`src/rtl/bus_pkg.sv`:
```
// Shared types and helpers for the bus port: packet address extraction and sticky error layout.
package bus_pkg;

   localparam int              PCKG_SZ_DFLT = 16;
   localparam int              ADDR_W       = 8;
   localparam int              PKT_MAX      = 64;
   localparam logic [ADDR_W-1:0] BROADCAST  = 8'hFF;

   typedef struct packed {
      logic misaddr;
      logic tx_underflow;
      logic tx_overflow;
   } err_flags_t;

   // Destination address lives in the top ADDR_W bits of a packet that is sz bits wide.
   function automatic logic [ADDR_W-1:0] addr_of(input logic [PKT_MAX-1:0] pkt, input int sz);
      logic [PKT_MAX-1:0] w_shifted;
      w_shifted = pkt >> (sz - ADDR_W);
      return w_shifted[ADDR_W-1:0];
   endfunction

endpackage

```
`src/rtl/bus_sync_fifo.sv`:
```
// First-word fall-through FIFO; head is a register so it holds its last value when the FIFO drains.
// Latency 1 clk write-to-visible; a write while full is ignored unless a read completes the same cycle.
module bus_sync_fifo #(
   parameter  int width = 16,
   parameter  int depth = 8,
   localparam int AW    = $clog2(depth),
   localparam int CW    = $clog2(depth + 1)
) (
   input  logic             clk,
   input  logic             rst_n,
   input  logic             i_wr,
   input  logic [width-1:0] i_wr_dat,
   input  logic             i_rd,
   output logic [width-1:0] o_rd_dat,
   output logic             o_full,
   output logic             o_empty,
   output logic [CW-1:0]    o_count
);

   localparam logic [CW-1:0] FULL_CNT = CW'(depth);

   logic [width-1:0] r_mem [depth];
   logic [AW-1:0]    r_wr_ptr;
   logic [AW-1:0]    r_rd_ptr;
   logic [CW-1:0]    r_count;
   logic [width-1:0] r_dout;
   logic             w_wr;
   logic             w_rd;
   logic [AW-1:0]    w_rd_nxt;

   assign o_full   = (r_count == FULL_CNT);
   assign o_empty  = (r_count == '0);
   assign o_count  = r_count;
   assign o_rd_dat = r_dout;

   assign w_rd     = i_rd && !o_empty;
   assign w_wr     = i_wr && (!o_full || w_rd);
   assign w_rd_nxt = r_rd_ptr + 1'b1;

   always_ff @(posedge clk) begin
      if (w_wr) r_mem[r_wr_ptr] <= i_wr_dat;
   end

   always_ff @(posedge clk or negedge rst_n) begin
      if (!rst_n) begin
         r_wr_ptr <= '0;
         r_rd_ptr <= '0;
         r_count  <= '0;
         r_dout   <= '0;
      end else begin
         if (w_wr) r_wr_ptr <= r_wr_ptr + 1'b1;
         if (w_rd) r_rd_ptr <= w_rd_nxt;
         case ({w_wr, w_rd})
            2'b10:   r_count <= r_count + 1'b1;
            2'b01:   r_count <= r_count - 1'b1;
            default: r_count <= r_count;
         endcase
         // New head comes from the write port when the FIFO is (or is about to be) empty.
         if (w_wr && (o_empty || (w_rd && r_count == CW'(1))))
            r_dout <= i_wr_dat;
         else if (w_rd && r_count > CW'(1))
            r_dout <= r_mem[w_rd_nxt];
      end
   end

endmodule

```
`src/rtl/bus_port_fifo.sv`:
```
// Per-driver bus port: TX queue toward the arbiter, address-filtered RX queue, sticky errors, RX drop count.
// Latency 1 clk tx_wr->pndng and push->!rx_empty; full FIFOs drop new packets and flag/count the loss.
module bus_port_fifo import bus_pkg::*; #(
   parameter  int                pckg_sz   = PCKG_SZ_DFLT,
   parameter  int                depth     = 8,
   parameter  logic [ADDR_W-1:0] drvr_id   = 8'h00,
   parameter  logic [ADDR_W-1:0] broadcast = BROADCAST,
   localparam int                CW        = $clog2(depth + 1)
) (
   input  logic               clk,
   input  logic               reset,
   input  logic               tx_wr,
   input  logic [pckg_sz-1:0] tx_data,
   output logic               tx_full,
   output logic [CW-1:0]      tx_count,
   output logic               pndng,
   output logic [pckg_sz-1:0] D_pop,
   input  logic               pop,
   input  logic               push,
   input  logic [pckg_sz-1:0] D_push,
   input  logic               rx_rd,
   output logic [pckg_sz-1:0] rx_data,
   output logic               rx_empty,
   output logic [7:0]         rx_drop,
   output logic [2:0]         err_flags
);

   localparam logic [CW-1:0] FULL_CNT = CW'(depth);

   logic              w_tx_empty;
   logic              w_rx_full;
   logic [CW-1:0]     w_rx_cnt;
   logic [ADDR_W-1:0] w_dest;
   logic              w_addr_ok;
   logic              w_rx_wr;
   logic              w_rx_lost;
   logic [7:0]        r_rx_drop;
   err_flags_t        r_err;

   assign w_dest    = addr_of(PKT_MAX'(D_push), pckg_sz);
   assign w_addr_ok = (w_dest == drvr_id) || (w_dest == broadcast);
   assign w_rx_wr   = push && w_addr_ok;
   // A read on a full RX frees the slot in the same cycle, so only a full FIFO without rx_rd loses data.
   assign w_rx_lost = w_rx_wr && (w_rx_cnt == FULL_CNT) && !rx_rd;

   bus_sync_fifo #(.width(pckg_sz), .depth(depth)) u_tx_fifo (
      .clk      (clk),
      .rst_n    (reset),
      .i_wr     (tx_wr),
      .i_wr_dat (tx_data),
      .i_rd     (pop),
      .o_rd_dat (D_pop),
      .o_full   (tx_full),
      .o_empty  (w_tx_empty),
      .o_count  (tx_count)
   );

   bus_sync_fifo #(.width(pckg_sz), .depth(depth)) u_rx_fifo (
      .clk      (clk),
      .rst_n    (reset),
      .i_wr     (w_rx_wr && (!w_rx_full || rx_rd)),
      .i_wr_dat (D_push),
      .i_rd     (rx_rd),
      .o_rd_dat (rx_data),
      .o_full   (w_rx_full),
      .o_empty  (rx_empty),
      .o_count  (w_rx_cnt)
   );

   assign pndng     = !w_tx_empty;
   assign rx_drop   = r_rx_drop;
   assign err_flags = r_err;

   always_ff @(posedge clk or negedge reset) begin
      if (!reset) begin
         r_rx_drop <= '0;
         r_err     <= '0;
      end else begin
         if (w_rx_lost && r_rx_drop != 8'hFF) r_rx_drop <= r_rx_drop + 8'd1;
         if (tx_wr && tx_full && !pop)        r_err.tx_overflow  <= 1'b1;
         if (pop && w_tx_empty)               r_err.tx_underflow <= 1'b1;
         if (push && !w_addr_ok)              r_err.misaddr      <= 1'b1;
      end
   end

endmodule
```
`config.mk`:
```
export PLATFORM = sky130hd
export DESIGN_NAME = bus_port_fifo
export DESIGN_NICKNAME = d
export VERILOG_FILES = /design/src/rtl/bus_pkg.sv /design/src/rtl/bus_sync_fifo.sv /design/src/rtl/bus_port_fifo.sv
export SDC_FILE = /design/constraint.sdc
export NUM_CORES = 1
export LEC_CHECK = 0
export CAP_MARGIN = 20
export CORE_ASPECT_RATIO = 1.5
export CORE_MARGIN = 1.5
export CORE_UTILIZATION = 50
export DETAILED_ROUTE_END_ITERATION = 10
export PLACE_DENSITY_LB_ADDON = 0.05
export SLEW_MARGIN = 20
export SYNTH_ARGS = -nofsm -noshare
export SYNTH_HDL_FRONTEND = slang
export SYNTH_SLANG_ARGS = --single-unit
```
`constraint.sdc`:
```
create_clock -name clk -period 7.99 [get_ports clk]
set_input_delay 1.598 -clock clk [delete_from_list [all_inputs] [get_ports clk]]
set_output_delay 1.598 -clock clk [all_outputs]
set_load 0.01 [all_outputs]
```
* Word-level counts from Yosys, hierarchy flattened
Memory sizes are Yosys's and may differ from the RTL's.
Index checks and enable logic that the tools add are counted.
W data, S select, Z words.
** Storage, ports and cells
- Bits in registers :: 63
- Memory bits (writable) :: 256
- Bits of input ports :: 38
- Output and inout port bits :: 50
- Logic and storage cells :: 84
- Memories :: 2
** Memories
- u_rx_fifo.r_mem :: words 8, bits a word 16, read ports 1, clocked after memory_dff 0, write ports 1, line bus_sync_fifo.sv:22 : logic [width-1:0] r_mem [depth];
- u_tx_fifo.r_mem :: words 8, bits a word 16, read ports 1, clocked after memory_dff 0, write ports 1, line bus_sync_fifo.sv:22
** Operators by class
- $add $sub $neg :: 9
- Order comparisons :: 2
- Equal/unequal tests :: 10
- Muxes and demuxes :: 10
- Reductions and logical operators :: 39
** Operator list (number)
- $mux W16 :: 4
- $logic_and A1 B1 Y1 :: 19
- $pmux W4 S2 :: 2
- $add A3 B1 Y3 const B :: 4
- $add A4 B1 Y4 const B :: 2
- $add A8 B1 Y8 const B :: 1
- $eq A4 B1 Y1 const B :: 2
- $eq A4 B4 Y1 const B :: 2
- $eq A8 B8 Y1 const B :: 1
- $gt A4 B1 Y1 const B :: 2
- $logic_not A4 Y1 :: 2
- $logic_not A8 Y1 :: 1
- $ne A8 B8 Y1 const B :: 1
- $reduce_bool A2 Y1 :: 4
- $sub A4 B1 Y4 const B :: 2
- $logic_not A1 Y1 :: 7
- $logic_or A1 B1 Y1 :: 6
- $eq A2 B1 Y1 const B :: 2
- $eq A2 B2 Y1 const B :: 2
- $mux W1 :: 4

* Logic depth before layout (Yosys ltp)
- Word-level depth :: 7
- Depth in mapped cells :: 10
- Mapped depth without buffers :: 10

* By module
From an unflattened synthesis, not the netlist that was laid out.
** Second synthesis, totals
- Cells, all modules :: 821
- Area, all modules :: 13294.0 µm²
** By module, submodules not included
- bus_sync_fifo at u_rx_fifo :: times used 1, cells an instance 393, area each 6346.1 µm², sequential area each 4494.3 µm²
- bus_sync_fifo at u_tx_fifo :: times used 1, cells an instance 369, area each 6267.3 µm², sequential area each 4494.3 µm²
- bus_port_fifo :: times used 1, cells an instance 59, area each 680.7 µm², sequential area each 275.3 µm²

* Worst setup path before layout
No wires, ideal clock.
- Path kind :: input-to-reg
- Start point :: input D_push[12]
- End point :: memory u_rx_fifo.r_mem[4][0], enable pin
- Library setup time :: 0.436 ns
- Arrival :: 4.383 ns
- Required time :: 7.554 ns
- Slack :: 3.171 ns
- Cell stages on the path :: 5
- Buffers on the path :: 1
- Cells stage by stage :: or4_4 nor2_4 o211ai_2 buf_2 nor4b_1
** Between the ends
- Cells in the longest elaborated chain, start to end :: 7
- Elaborated cells on any way between the ends :: 8
** RTL lines
- start: declaration :: line bus_port_fifo.sv:20 : input logic [pckg_sz-1:0] D_push,
- $eq A8 B8 Y1 / $logic_not A8 Y1 (equally long branches) :: line bus_port_fifo.sv:41 : assign w_addr_ok = (w_dest == drvr_id) || (w_dest == broadcast);
- $logic_or A1 B1 Y1 * :: line bus_port_fifo.sv:41
- $logic_and A1 B1 Y1 * :: line bus_port_fifo.sv:42 : assign w_rx_wr = push && w_addr_ok;
- $logic_and A1 B1 Y1 * :: line bus_port_fifo.sv:61 : .i_wr (w_rx_wr && (!w_rx_full || rx_rd)),
- $logic_and A1 B1 Y1 * :: line bus_sync_fifo.sv:37 : assign w_wr = i_wr && (!o_full || w_rd);
- $mux W1 * :: line bus_sync_fifo.sv:41 : if (w_wr) r_mem[r_wr_ptr] <= i_wr_dat;
- $mux W1 (not written as such) * :: line bus_sync_fifo.sv:41
- end: declaration :: line bus_sync_fifo.sv:22
Mark *: on every way between the ends. The rest lies on a longest branch, timed or not.

* Worst setup path after layout
- Start point :: input D_push[13]
- End point :: memory u_rx_fifo.r_mem[6][11], enable pin
The elaborated chain is that of the path after synthesis.

==> summary.txt <==
Total clock sinks: 319
Worst setup SP type: input pin
CTS max path bufs: 3
FMAX: 259 MHz
Die ar.: 27200 um^2
Crit-path slowest cell: or4_4
Synth Register Bits: 319
Fin crit period: 3870 ps
NumNets Final: 1011
Clock Power Share: 24.1%
Arrival time worst endpoint: 4090 ps
Antenna violations before repair: 0
Iteration-0 DRC Markers: 374
RD Place Congestion: 0.782
IR drop worst, VDD: 346 uV
Slowest Stage Delay on Critical Path: 620 ps
Setup Crit Path Kind: in -> reg
Vias: 7548
Pleak: 5.42 nW
Share of cells above drive strength 1: 9.76%
DP Wirelength: 17.2 mm
Synth top area share: 58.8%
Site Rows: 72
CP endpoint kind: register
Synth cell count leaders: 256 x edfxtp_1, 99 x mux2i_1, 63 x dfrtp_1
DRT Pass-1 Iters: 5
Slew margin rel.: 26.7%
Sequential area share after synthesis: 70.8%
First-pass GRT wire length: 43.9 mm
Ys flop type: edfxtp_1
Pre-CTS setup slack: 3550 ps
PD cells: 376 nW/um^2
Post-CTS Resized: 0
Max-slew violations: 0
Clk_skew: 13.7 ps
Routed wire per std cell: 21.5 um
Kind of cell adding the most delay to the critical path: simple AND/OR/NAND/NOR gates
CORE AREA: 25800 um^2
Avg Vias per Cell: 5.73
Max Cap Viol: 0
Status: complete, no violations
Setup Viol. Count Final: 0
Cts bufs inserted: 30
Yosys top cell by area: edfxtp_1
CTS tree: done
Clk slew on worst S/H paths: 70 ps
Class of the most critical hold timing path: reg -> reg
I/O pin total: 88
Sequential power share: 38.0%
Slew @ Worst Pin: 1100 ps
DRC Markers: 0
Clk_lat worst skew: 550 ps
Vias in the first global route: 7922
Post-Route WL: 28.3 mm
Die W: 135 um
Cell count after synthesis: 872
RSZ-0062 raised after global routing: no
Root buf cell: clkbuf_16
Antenna diodes: 0
Syn_nets: 923
Postcts setup bufs: 0
Synthesized cell area: 13100 um^2
Synth cell types: 44
Area grow syn2layout: 18.1%
Grt ovf: 0
GR Layer Usage met2: 40.5%
Final setup TNS: 0 ps
NetSw: 2.04 mW
CP Max Fanout: 14
GRT busiest layer: met2
Logic pwr share: 37.9%
Hold WS: 474 ps
Die Y: 201 um
Sw Share: 35.1%
Critical path cell sequence: clkdlybuf4s50_1 -> or4_4 -> nor2_4 -> o211ai_2 -> nor4_2 -> buf_4
P_int: 3.77 mW
Pin count of the biggest net entering global routing: 98
M3 GR Usage: 2.29%
Syn Area/Cell: 15.0 um^2
PnR worst setup slack: 4120 ps
Ys Warns: 0
Initial Util: 50.8%
Total global routing track utilization: 21.2%
Post-DRT Antenna Nets: 0
Bufs and invs on worst path: 2
EDFF count, synth: 256
Synth async-reset ratio: 19.7%
M1 GR Usage: 24.1%
Final Hold Viols: 0
Final worst-path cycle share: 48.4%
Post-CTS Hold Buffers: 0
Synth area leaders: edfxtp_1 59%, dfrtp_1 12%, mux2i_1 7.6%
Required @ worst endpoint: 8210 ps
Port Buffers: 87
# H-tree levels: 1
Most common cell in the netlist: edfxtp_1
state kept, by name, summed over array words and instances, names as in the netlist:
register / count
err_flags: 3
rx_drop: 8
u_rx_fifo.o_count: 4
u_rx_fifo.o_rd_dat: 16
u_rx_fifo.r_mem: 128
u_rx_fifo.r_rd_ptr: 3
u_rx_fifo.r_wr_ptr: 3
u_tx_fifo.o_count: 4
u_tx_fifo.o_rd_dat: 16
u_tx_fifo.r_mem: 128
u_tx_fifo.r_rd_ptr: 3
u_tx_fifo.r_wr_ptr: 3
placed cells by master (no fill, tap or decap), types with 10 or more instances in the layout:
cell | netlist | routed
buf_4 | 0 | 19
nor2b_1 | 34 | 34
clkdlybuf4s50_1 | 0 | 86
a2111oi_0 | 32 | 32
nor2_1 | 47 | 43
nand2_1 | 42 | 42
inv_1 | 12 | 12
nand3_1 | 21 | 21
xnor2_1 | 13 | 12
a31oi_1 | 56 | 56
a21oi_1 | 13 | 12
clkbuf_16 | 0 | 31
mux2i_1 | 99 | 99
a22oi_1 | 32 | 32
edfxtp_1 | 256 | 256
nand3b_1 | 17 | 17
ha_1 | 13 | 12
xor2_1 | 11 | 10
dfrtp_1 | 63 | 62
routing by layer:
layer | vias to the layer above | routed length (um) | share of wire [%]
met2 | 159 | 15800 | 56
li1 | 3540 | - | -
met3 | 52 | 954 | 3.4
met5 | - | 0 | 0
met4 | 0 | 844 | 3.0
met1 | 3797 | 10700 | 38
cell families (layout without fill, tap and decap cells):
| logic type | after synthesis | in the layout | synth area share, % |
|---|---|---|---|
| muxes | 104 | 104 | 8.01 |
| AOI/OAI and AO/OA | 155 | 155 | 8.60 |
| buffers and inverters | 63 | 175 | 1.99 |
| and+or+nand+nor | 194 | 194 | 7.73 |
| DFF | 319 | 319 | 70.8 |
| adders and majority gates | 13 | 13 | 1.24 |
| xor gates and xnor gates | 24 | 24 | 1.61 |
stage by stage:
step	area [um^2]	power, mW	std cells	utilization [%]
after floorplan	13100	3.64	872	-
after global placement	14400	4.37	1260	56.1
after detailed placement	14400	4.43	1260	56.1
after CTS	15400	5.84	1316	59.8
after global routing	15500	6.13	1317	60.0
final	15500	5.81	1317	60.0
area by class of cell:
type                    count  area (um^2)
flip-flops and latches    319         9270
inverters                  13         48.8
well taps                 333          417
fillers                  2045        10300
multi-input cells         490         3720
repair buffers            106         1030
clock buffers              40          820
clock inverters            16          153
power groups by stage:
stage | combinational [mW] | sequential, mW | clock [mW]
after floorplan | 1.42 | 2.22 | 0
after global placement | 2.14 | 2.22 | 0
after detailed placement | 2.19 | 2.24 | 0
after CTS | 2.20 | 2.21 | 1.43
after global routing | 2.41 | 2.23 | 1.49
final | 2.20 | 2.21 | 1.40
path summary, 6_finish.rpt:
| check | slack (ps) | startpoint | cells after the start | end |
|---|---|---|---|---|
| setup / recovery | 4120 | D_push[13] | 6 | u_rx_fifo.r_mem[6][11] |
| max in group asynchronous | 6110 | reset | 1 | u_rx_fifo.r_rd_ptr[0] |
| min in group asynchronous | 1190 | reset | 1 | u_rx_fifo.o_rd_dat[7] |
| setup reg to reg | 5040 | u_tx_fifo.o_count[0] | 7 | u_tx_fifo.r_mem[1][8] |
| hold reg to reg | 470 | err_flags[1] | 1 | err_flags[1] |
| hold / removal | 470 | err_flags[1] | 1 | err_flags[1] |
(Power assumes the default switching activity.)
